--- src/rtl/button_debouncer_pkg.sv ---
// Shared definitions for the push-button / switch conditioning block.
// Holds board timing constants, the per-channel debounce FSM encoding and
// a helper that sizes the stability counter.
package button_debouncer_pkg;

    localparam int CLK_HZ                = 100_000_000;
    localparam int DEBOUNCE_MS           = 10;
    localparam int DEFAULT_STABLE_CYCLES = (CLK_HZ / 1000) * DEBOUNCE_MS;

    typedef enum logic [1:0] {
        DB_STABLE_LO = 2'd0,
        DB_CHECK_HI  = 2'd1,
        DB_STABLE_HI = 2'd2,
        DB_CHECK_LO  = 2'd3
    } db_state_e;

    // The counter only ever holds 0..cycles-1, so clog2 bits suffice (min 1).
    function automatic int cnt_width(input int cycles);
        return (cycles > 1) ? $clog2(cycles) : 1;
    endfunction

endpackage

--- src/rtl/button_debouncer_channel.sv ---
// One debounce channel: optional polarity inversion, metastability flop
// chain, stability-check FSM with counter, and registered level / rise /
// fall / toggle outputs.
// Ports:
//   clk         in  clock
//   rst         in  synchronous active-high reset
//   pin_i       in  raw asynchronous pin level
//   level_o     out debounced active-high level
//   rise_o      out one-cycle pulse on accepted 0->1
//   fall_o      out one-cycle pulse on accepted 1->0
//   toggle_o    out flips on every accepted rise
//   rise_next_o out next-cycle value of rise_o, lets the parent register
//                   a reduction in the same cycle as rise_o
module button_debouncer_channel
    import button_debouncer_pkg::*;
#(
    parameter int STABLE_CYCLES = DEFAULT_STABLE_CYCLES,
    parameter int SYNC_STAGES   = 2,
    parameter int ACTIVE_LOW    = 0
) (
    input  logic clk,
    input  logic rst,
    input  logic pin_i,
    output logic level_o,
    output logic rise_o,
    output logic fall_o,
    output logic toggle_o,
    output logic rise_next_o
);

    localparam int              CNT_W     = cnt_width(STABLE_CYCLES);
    localparam logic [CNT_W-1:0] CNT_LAST = CNT_W'(STABLE_CYCLES - 1);
    localparam logic [CNT_W-1:0] CNT_ONE  = CNT_W'(1);
    localparam logic [CNT_W-1:0] CNT_ZERO = '0;
    // With a one-sample requirement a change is accepted from the STABLE state.
    localparam bit               IMMEDIATE = (STABLE_CYCLES == 1);

    logic                   pin_pol;
    logic [SYNC_STAGES-1:0] sync_q, sync_d;
    logic                   s;

    db_state_e        state_q, state_d;
    logic [CNT_W-1:0] cnt_q, cnt_d;
    logic             level_q, level_d;
    logic             rise_q, rise_d;
    logic             fall_q, fall_d;
    logic             toggle_q, toggle_d;

    // Inversion sits ahead of the synchronizer so reset value 0 means "released".
    assign pin_pol = (ACTIVE_LOW != 0) ? ~pin_i : pin_i;
    assign sync_d  = {sync_q[SYNC_STAGES-2:0], pin_pol};
    assign s       = sync_q[SYNC_STAGES-1];

    always_comb begin
        state_d  = state_q;
        cnt_d    = cnt_q;
        level_d  = level_q;
        rise_d   = 1'b0;
        fall_d   = 1'b0;
        toggle_d = toggle_q;
        case (state_q)
            DB_STABLE_LO: begin
                if (s) begin
                    if (IMMEDIATE) begin
                        state_d  = DB_STABLE_HI;
                        level_d  = 1'b1;
                        rise_d   = 1'b1;
                        toggle_d = ~toggle_q;
                    end else begin
                        state_d = DB_CHECK_HI;
                        cnt_d   = CNT_ONE;
                    end
                end
            end
            DB_CHECK_HI: begin
                if (!s) begin
                    state_d = DB_STABLE_LO;
                    cnt_d   = CNT_ZERO;
                end else if (cnt_q == CNT_LAST) begin
                    state_d  = DB_STABLE_HI;
                    cnt_d    = CNT_ZERO;
                    level_d  = 1'b1;
                    rise_d   = 1'b1;
                    toggle_d = ~toggle_q;
                end else begin
                    cnt_d = cnt_q + CNT_ONE;
                end
            end
            DB_STABLE_HI: begin
                if (!s) begin
                    if (IMMEDIATE) begin
                        state_d = DB_STABLE_LO;
                        level_d = 1'b0;
                        fall_d  = 1'b1;
                    end else begin
                        state_d = DB_CHECK_LO;
                        cnt_d   = CNT_ONE;
                    end
                end
            end
            DB_CHECK_LO: begin
                if (s) begin
                    state_d = DB_STABLE_HI;
                    cnt_d   = CNT_ZERO;
                end else if (cnt_q == CNT_LAST) begin
                    state_d = DB_STABLE_LO;
                    cnt_d   = CNT_ZERO;
                    level_d = 1'b0;
                    fall_d  = 1'b1;
                end else begin
                    cnt_d = cnt_q + CNT_ONE;
                end
            end
            default: begin
                state_d = DB_STABLE_LO;
                cnt_d   = CNT_ZERO;
            end
        endcase
    end

    always_ff @(posedge clk) begin
        if (rst) begin
            sync_q   <= '0;
            state_q  <= DB_STABLE_LO;
            cnt_q    <= CNT_ZERO;
            level_q  <= 1'b0;
            rise_q   <= 1'b0;
            fall_q   <= 1'b0;
            toggle_q <= 1'b0;
        end else begin
            sync_q   <= sync_d;
            state_q  <= state_d;
            cnt_q    <= cnt_d;
            level_q  <= level_d;
            rise_q   <= rise_d;
            fall_q   <= fall_d;
            toggle_q <= toggle_d;
        end
    end

    assign level_o     = level_q;
    assign rise_o      = rise_q;
    assign fall_o      = fall_q;
    assign toggle_o    = toggle_q;
    assign rise_next_o = rise_d;

endmodule

--- src/rtl/button_debouncer.sv ---
// Conditions raw board buttons/switches into clean synchronous levels,
// one-cycle press/release pulses and per-channel toggle flags.
// Ports:
//   clk        in  100 MHz board clock (sole domain)
//   rst        in  synchronous active-high reset
//   btn_in     in  [N_INPUTS] raw asynchronous pin levels
//   btn_level  out [N_INPUTS] debounced active-high level
//   btn_rise   out [N_INPUTS] one-cycle pulse on accepted press
//   btn_fall   out [N_INPUTS] one-cycle pulse on accepted release
//   btn_toggle out [N_INPUTS] flips on every press
//   any_press  out            OR of btn_rise, aligned with btn_rise
module button_debouncer
    import button_debouncer_pkg::*;
#(
    parameter int N_INPUTS      = 5,
    parameter int STABLE_CYCLES = DEFAULT_STABLE_CYCLES,
    parameter int SYNC_STAGES   = 2,
    parameter int ACTIVE_LOW    = 0
) (
    input  logic                clk,
    input  logic                rst,
    input  logic [N_INPUTS-1:0] btn_in,
    output logic [N_INPUTS-1:0] btn_level,
    output logic [N_INPUTS-1:0] btn_rise,
    output logic [N_INPUTS-1:0] btn_fall,
    output logic [N_INPUTS-1:0] btn_toggle,
    output logic                any_press
);

    logic [N_INPUTS-1:0] rise_next;
    logic                any_press_q, any_press_d;

    for (genvar g = 0; g < N_INPUTS; g++) begin : g_ch
        button_debouncer_channel #(
            .STABLE_CYCLES(STABLE_CYCLES),
            .SYNC_STAGES  (SYNC_STAGES),
            .ACTIVE_LOW   (ACTIVE_LOW)
        ) u_ch (
            .clk        (clk),
            .rst        (rst),
            .pin_i      (btn_in[g]),
            .level_o    (btn_level[g]),
            .rise_o     (btn_rise[g]),
            .fall_o     (btn_fall[g]),
            .toggle_o   (btn_toggle[g]),
            .rise_next_o(rise_next[g])
        );
    end

    // Reduce the channels' next-rise values so any_press lands in the same
    // cycle as btn_rise while still coming straight from a flop.
    assign any_press_d = |rise_next;

    always_ff @(posedge clk) begin
        if (rst) begin
            any_press_q <= 1'b0;
        end else begin
            any_press_q <= any_press_d;
        end
    end

    assign any_press = any_press_q;

endmodule

--- config.mk ---
export PLATFORM = sky130hd
export DESIGN_NAME = button_debouncer
export DESIGN_NICKNAME = d
export VERILOG_FILES = /design/src/rtl/button_debouncer_pkg.sv /design/src/rtl/button_debouncer_channel.sv /design/src/rtl/button_debouncer.sv
export SDC_FILE = /design/constraint.sdc
export NUM_CORES = 1
export LEC_CHECK = 0
export ABC_AREA = 1
export CORE_ASPECT_RATIO = 0.7
export CORE_MARGIN = 2
export CORE_UTILIZATION = 60
export CTS_CLUSTER_DIAMETER = 60
export DETAILED_ROUTE_END_ITERATION = 16
export DONT_BUFFER_PORTS = 1
export HOLD_SLACK_MARGIN = 0.15
export PLACE_DENSITY_LB_ADDON = 0.2
export SYNTH_ARGS = -nofsm -noshare
export SYNTH_HDL_FRONTEND = slang
export SYNTH_SLANG_ARGS = --single-unit
--- constraint.sdc ---
create_clock -name clk -period 5.66 [get_ports clk]
set_clock_uncertainty 0.2 [all_clocks]
set_input_delay 0.566 -clock clk [delete_from_list [all_inputs] [get_ports clk]]
set_output_delay 0.566 -clock clk [all_outputs]
set_load 0.02 [all_outputs]
## After elaboration in Yosys (flattened, before gate mapping)

Index checks and enable logic that the tools add are counted.
Widths: inputs -> output; s select.

- Add/sub/neg operators: 5
- Eq/ne operators: 60
- Muxes and demuxes: 105
- Bitwise gates (word level): 10
- Reduce and logical (&&, ||, !) cells: 36

Operators with widths:

| kind | number |
|---|---|
| $mux 20 | 25 |
| $pmux 20 s4 | 5 |
| $add 20x1->20 const B | 5 |
| $eq 20x20->1 const B | 5 |
| $mux 2 | 30 |
| $ne 2x1->1 const B | 20 |
| $pmux 2 s4 | 5 |
| $mux 1 | 35 |
| $reduce_and 5->1 | 5 |
| $eq 2x2->1 const B | 10 |
| $ne 2x2->1 const B | 10 |
| $reduce_and 4->1 | 5 |
| $ne 3x1->1 const B | 5 |
| $ne 3x3->1 const B | 5 |
| $reduce_and 3->1 | 5 |
| $reduce_or 3->1 | 5 |
| $eq 2x1->1 const B | 5 |
| $logic_not 2->1 | 5 |
| $not 1->1 | 10 |
| $pmux 1 s2 | 5 |
| $reduce_and 2->1 | 5 |
| $reduce_bool 2->1 | 5 |
| $reduce_or 5->1 | 1 |

- Bits in registers: 141
- Input bits: 7
- Output and inout bits: 21
- Word-level logic and storage cells: 252

## Longest topological paths before layout

- Word-level depth: 5
- Mapped depth: 12
- Gate-level depth less buffers: 12

## By module

A second synthesis with hierarchy kept.

- Cells, all modules: 1294
- Area total of the unflattened synthesis: 8315.5 um^2

Modules (own cells, without submodules):

| module | times used | cells each | area each (um^2) | sequential area each (um^2) |
|---|---|---|---|---|
| button_debouncer_channel (g_ch[0].u_ch ...) | 4 | 255 | 1635.3 | 560.5 |
| button_debouncer_channel (g_ch[4].u_ch) | 1 | 266 | 1726.7 | 560.5 |
| button_debouncer | 1 | 8 | 47.5 | 20.0 |

## Worst setup path before layout

No wires, ideal clock.

- Kind: register to register
- Start: register g_ch[2].u_ch.cnt_q[0]
- End: register g_ch[2].u_ch.cnt_q[13]
- Arrival time: 1.487 ns
- Data required time: 5.332 ns
- Setup slack: 3.846 ns
- Stages on the path, launching flop included: 10
- Buffers on the path: 1
- Clock period less this slack: 1.814 ns
- Cell sequence: dfxtp_1 -> ha_1 -> nand4_4 -> nor2_8 -> nand2_2 -> nand2_4 -> inv_4 -> buf_6 -> a21oi_2 -> nor2_1

- Longest elaborated chain between the ends: 4

RTL lines:

| element | RTL line | source |
|---|---|---|
| start, declared | button_debouncer_channel.sv:43 | `logic [CNT_W-1:0] cnt_q, cnt_d;` |
| start signal, assigned | button_debouncer_channel.sv:133 | `cnt_q <= cnt_d;` |
| $add 20x1->20 or $eq 20x20->1 (tied branches) | n/a |  |
| $mux 20 (*) | button_debouncer_channel.sv:79, button_debouncer_channel.sv:105 |  |
| $mux 20 (on tied branches) | button_debouncer_channel.sv:102, button_debouncer_channel.sv:76 |  |
| $pmux 20 s4 (*) | button_debouncer_channel.sv:61 | `case (state_q)` |

Mark *: on every way between the ends. The rest lies on a longest branch, timed or not.
A chain may end at the register's enable or synchronous reset.

## Worst setup path in the final report

- Start: register g_ch[2].u_ch.cnt_q[0]
- End: register g_ch[2].u_ch.cnt_q[4]

The elaborated chain is that of the path after synthesis.

==> flow_summary.ini <==
[global_route]
grt_pass1_vias = 6799
grt_first_pass_wirelength_um = 31600
grt_use_total_pct = 26.9
grt-ovfl-total = 0
antenna_found_initial = 0
grt_max_degree = 71

[hold_path]
worstHoldStart = g_ch[4].u_ch.sync_q[0]
holdCritPathClass = reg2reg
hold_depth = 2

[final_layout]
num_antenna_cells = 0
postLayoutCoreUtil_pct = 65.6
multi_input_comb_area_um2 = 4280
fin_nets = 1240
mostFrequentLayoutCell = nand2_1
layout_common_cells = nand2_1 (349), inv_1 (151), nor2_1 (147)
drive_gt1_share_pct = 8.70
fill_cells = 1170
area_delta_synth_final_pct = 7.00
ff_latch_area_um2 = 2820

[floorplanning]
start_util_pct = 61.4
ios = 28
num_rows = 35
die_w_um = 143
core_area_um2 = 13100
die_area_um2 = 14400
dieHeight_um = 101

[critical_path]
cp-start-kind = flip-flop
cp_slowest_cell = dfxtp_1
crit_top_cell = nand2_1
path_max_fanout = 18
cp_data_arrival_time_ns = 2.20
required_ns = 5.77
critPathKind = reg2reg
endpoint = g_ch[2].u_ch.cnt_q[4]
r2r_setup_slack_ns = 3.58
rr_startpoint = g_ch[2].u_ch.cnt_q[0]
cp.depth = 10
cp_top_family = simple AND/OR/NAND/NOR gates
cp_num_buf_inv = 2
rr_worst_depth = 10
endpoint_kind = flip-flop
critical_path.startpoint = g_ch[2].u_ch.cnt_q[0]
crit_path_cell_trace = ha_1 > nand4_4 > nor2_8 > nand2_2 > nand2_4 > inv_4 > nand2_1 > o21ai_0 > nand2_1 > inv_1
slowest_delay_ns = 0.45
reg2reg_to = g_ch[2].u_ch.cnt_q[4]

[timing]
worstMarginPinSlew_ns = 0.721
hold_viol_final = 0
rsz0062_at_grt = no
setup_viol = 0
timing.fmax_ghz = 0.480
period_share_pct = 36.8
report.final.slew_viol_count = 0
finalSetupTns_ns = 0
max_slew_margin_pct = 51.9
period_minus_slack_ns = 2.08
setup_ws_ns = 3.58

[place]
gp_congestion = 0.898
dp_hpwl_um = 12500
io_buffer_count = 0
post-place-ws_ns = 3.49

[synthesis]
synth_compound_area_share_pct = 12.8
synth_seq_cells = 141
netlist_area_um2 = 8060
synth_edf_count = 0
synth_top_family_by_area = simple AND/OR/NAND/NOR gates
synth_mux_area_share_pct = 0
ys_seq_area_share_pct = 35.0
synth_cells = 1249
synth-xor-area-share_pct = 0.978
synthArstFlopShare_pct = 0
synth_adder_area_share_pct = 0.776
synth_flop_cell = dfxtp_1
yosys_warnings = 0
ys_types = 48
avgSynthCellArea_um2 = 6.45
synth_nets = 1261
synthSimpleGateAreaFrac_pct = 38.6

[cts]
clk_pin_slew_ns = 0.06
clk_path_buf_depth = 2
cts_buffers = 17
clockRootBuffer = clkbuf_16
clock-sinks = 141
clk_latency_ns = 0.42
h-tree-depth = 4
cts_tree = built
cts_resized = 0

[drt]
wl_um = 18400
firstDrtPassIters = 5
route.detailed.drc = 0
via_count = 7501
wl_per_cell_um = 13.1
viasPerCell = 5.33
ant_nets = 0
drt_iter0_markers = 665

[pwr]
ir_worst_vdd_v = 0.000227
leakagePower_nw = 3.21
power-per-cell-area_nw_per_um2 = 252

[outcome]
status = completed

[job]
maxCapViolCount = 0
==> where the power goes <==
part,internal [mW],switching (mW)
Combinational,0.0157,0.0477
Clock,0.682,0.424
Sequential,0.999,0.00753
Total,1.70,0.479
==> registers in the layout (all words and copies together), names as in the netlist, named ones only <==
| name | count |
|---|---|
| g_ch.u_ch.cnt_q | 100 |
| g_ch.u_ch.toggle_o | 5 |
| g_ch.u_ch.level_o | 5 |
| g_ch.u_ch.rise_o | 5 |
| g_ch.u_ch.sync_q | 10 |
| any_press | 1 |
| g_ch.u_ch.fall_o | 5 |
| g_ch.u_ch.state_q | 5 |
==> worst register-to-register path: cells and delay by family (launching register included) <==
kind | cells | cell delay (ns)
flip-flops | 1 | 0.45
AO/OA/AOI/OAI | 1 | 0.10
AND/OR/NAND/NOR | 6 | 0.76
adder cells (fa/ha/maj) | 1 | 0.35
buffers and inverters | 2 | 0.13
==> stage by stage <==
stage          hold WS (ns)  instance area, um2  std cells  power [mW]
6_report              0.199                8620       1407        2.18
5_1_grt               0.226                8620       1407        2.25
4_1_cts               0.197                8620       1407        2.19
3_5_place_dp          0.195                7950       1368        1.08
3_3_place_gp          0.190                7950       1368        1.08
2_1_floorplan         0.188                8060       1249        1.07
==> cells by family (layout without fill, tap and decap cells) <==
| logic type | count (synthesis) | count (layout) |
|---|---|---|
| AO/OA/AOI/OAI | 191 | 191 |
| adder cells (fa/ha/maj) | 5 | 5 |
| buffers and inverters | 214 | 206 |
| AND/OR/NAND/NOR | 689 | 689 |
| XOR/XNOR | 9 | 9 |
| flip-flops | 141 | 141 |
==> repair_timing <==
| action | in CTS | in global routing |
|---|---|---|
| hold buffers | 7 | 0 |
| endpoints found under the hold margin | 70 | 0 |
| buffers inserted | 0 | 0 |
| endpoints found under the setup margin | 0 | 0 |
==> cells in the mapped netlist, types with 5 or more instances <==
cell | number | area (um2)
nor3_2 | 6 | 60.1
inv_2 | 10 | 37.5
clkbuf_1 | 12 | 45.0
ha_1 | 5 | 62.6
dfxtp_1 | 141 | 2820
a21oi_2 | 6 | 52.6
buf_4 | 23 | 173
buf_2 | 6 | 30.0
nor2_4 | 6 | 67.6
or2_2 | 5 | 31.3
o22ai_1 | 6 | 37.5
nand4_1 | 22 | 138
nand3_1 | 89 | 445
nand3_2 | 8 | 80.1
nor3_1 | 21 | 105
xnor2_1 | 5 | 43.8
o21ai_1 | 7 | 35.0
nor2_1 | 147 | 552
nand2_1 | 349 | 1310
inv_1 | 152 | 571
a21oi_1 | 88 | 440
o21ai_0 | 69 | 345
nor2_2 | 15 | 93.8
==> how the worst min path moves through the flow <==
stage	endpoint	slack, ns
detailed placement	g_ch[4].u_ch.sync_q[1]	0.19
global route	g_ch[3].u_ch.sync_q[1]	0.23
global placement	g_ch[3].u_ch.sync_q[1]	0.19
finish	g_ch[4].u_ch.sync_q[1]	0.20
floorplan	g_ch[0].u_ch.sync_q[1]	0.19
CTS	g_ch[4].u_ch.sync_q[1]	0.20
==> area by class of cell <==
cell class / count / share of cell area [%]
multi-input combinational: 894 / 49.7
sequential: 141 / 32.7
inverter: 166 / 7.28
clock buffer: 22 / 5.50
tap: 166 / 2.41
clock inverter: 10 / 1.32
timing repair buffer: 8 / 1.10
==> per-layer routing <==
layer  routed length, um  part of all wire, %  global-route usage (%)
met3                1110                  6.0                    6.70
met1                9600                   52                    38.9
met4                 107                 0.58                    5.41
met2                7570                   41                    40.7
met5                   0                    0                       0
Note: power is estimated with default switching activity, not from simulation.
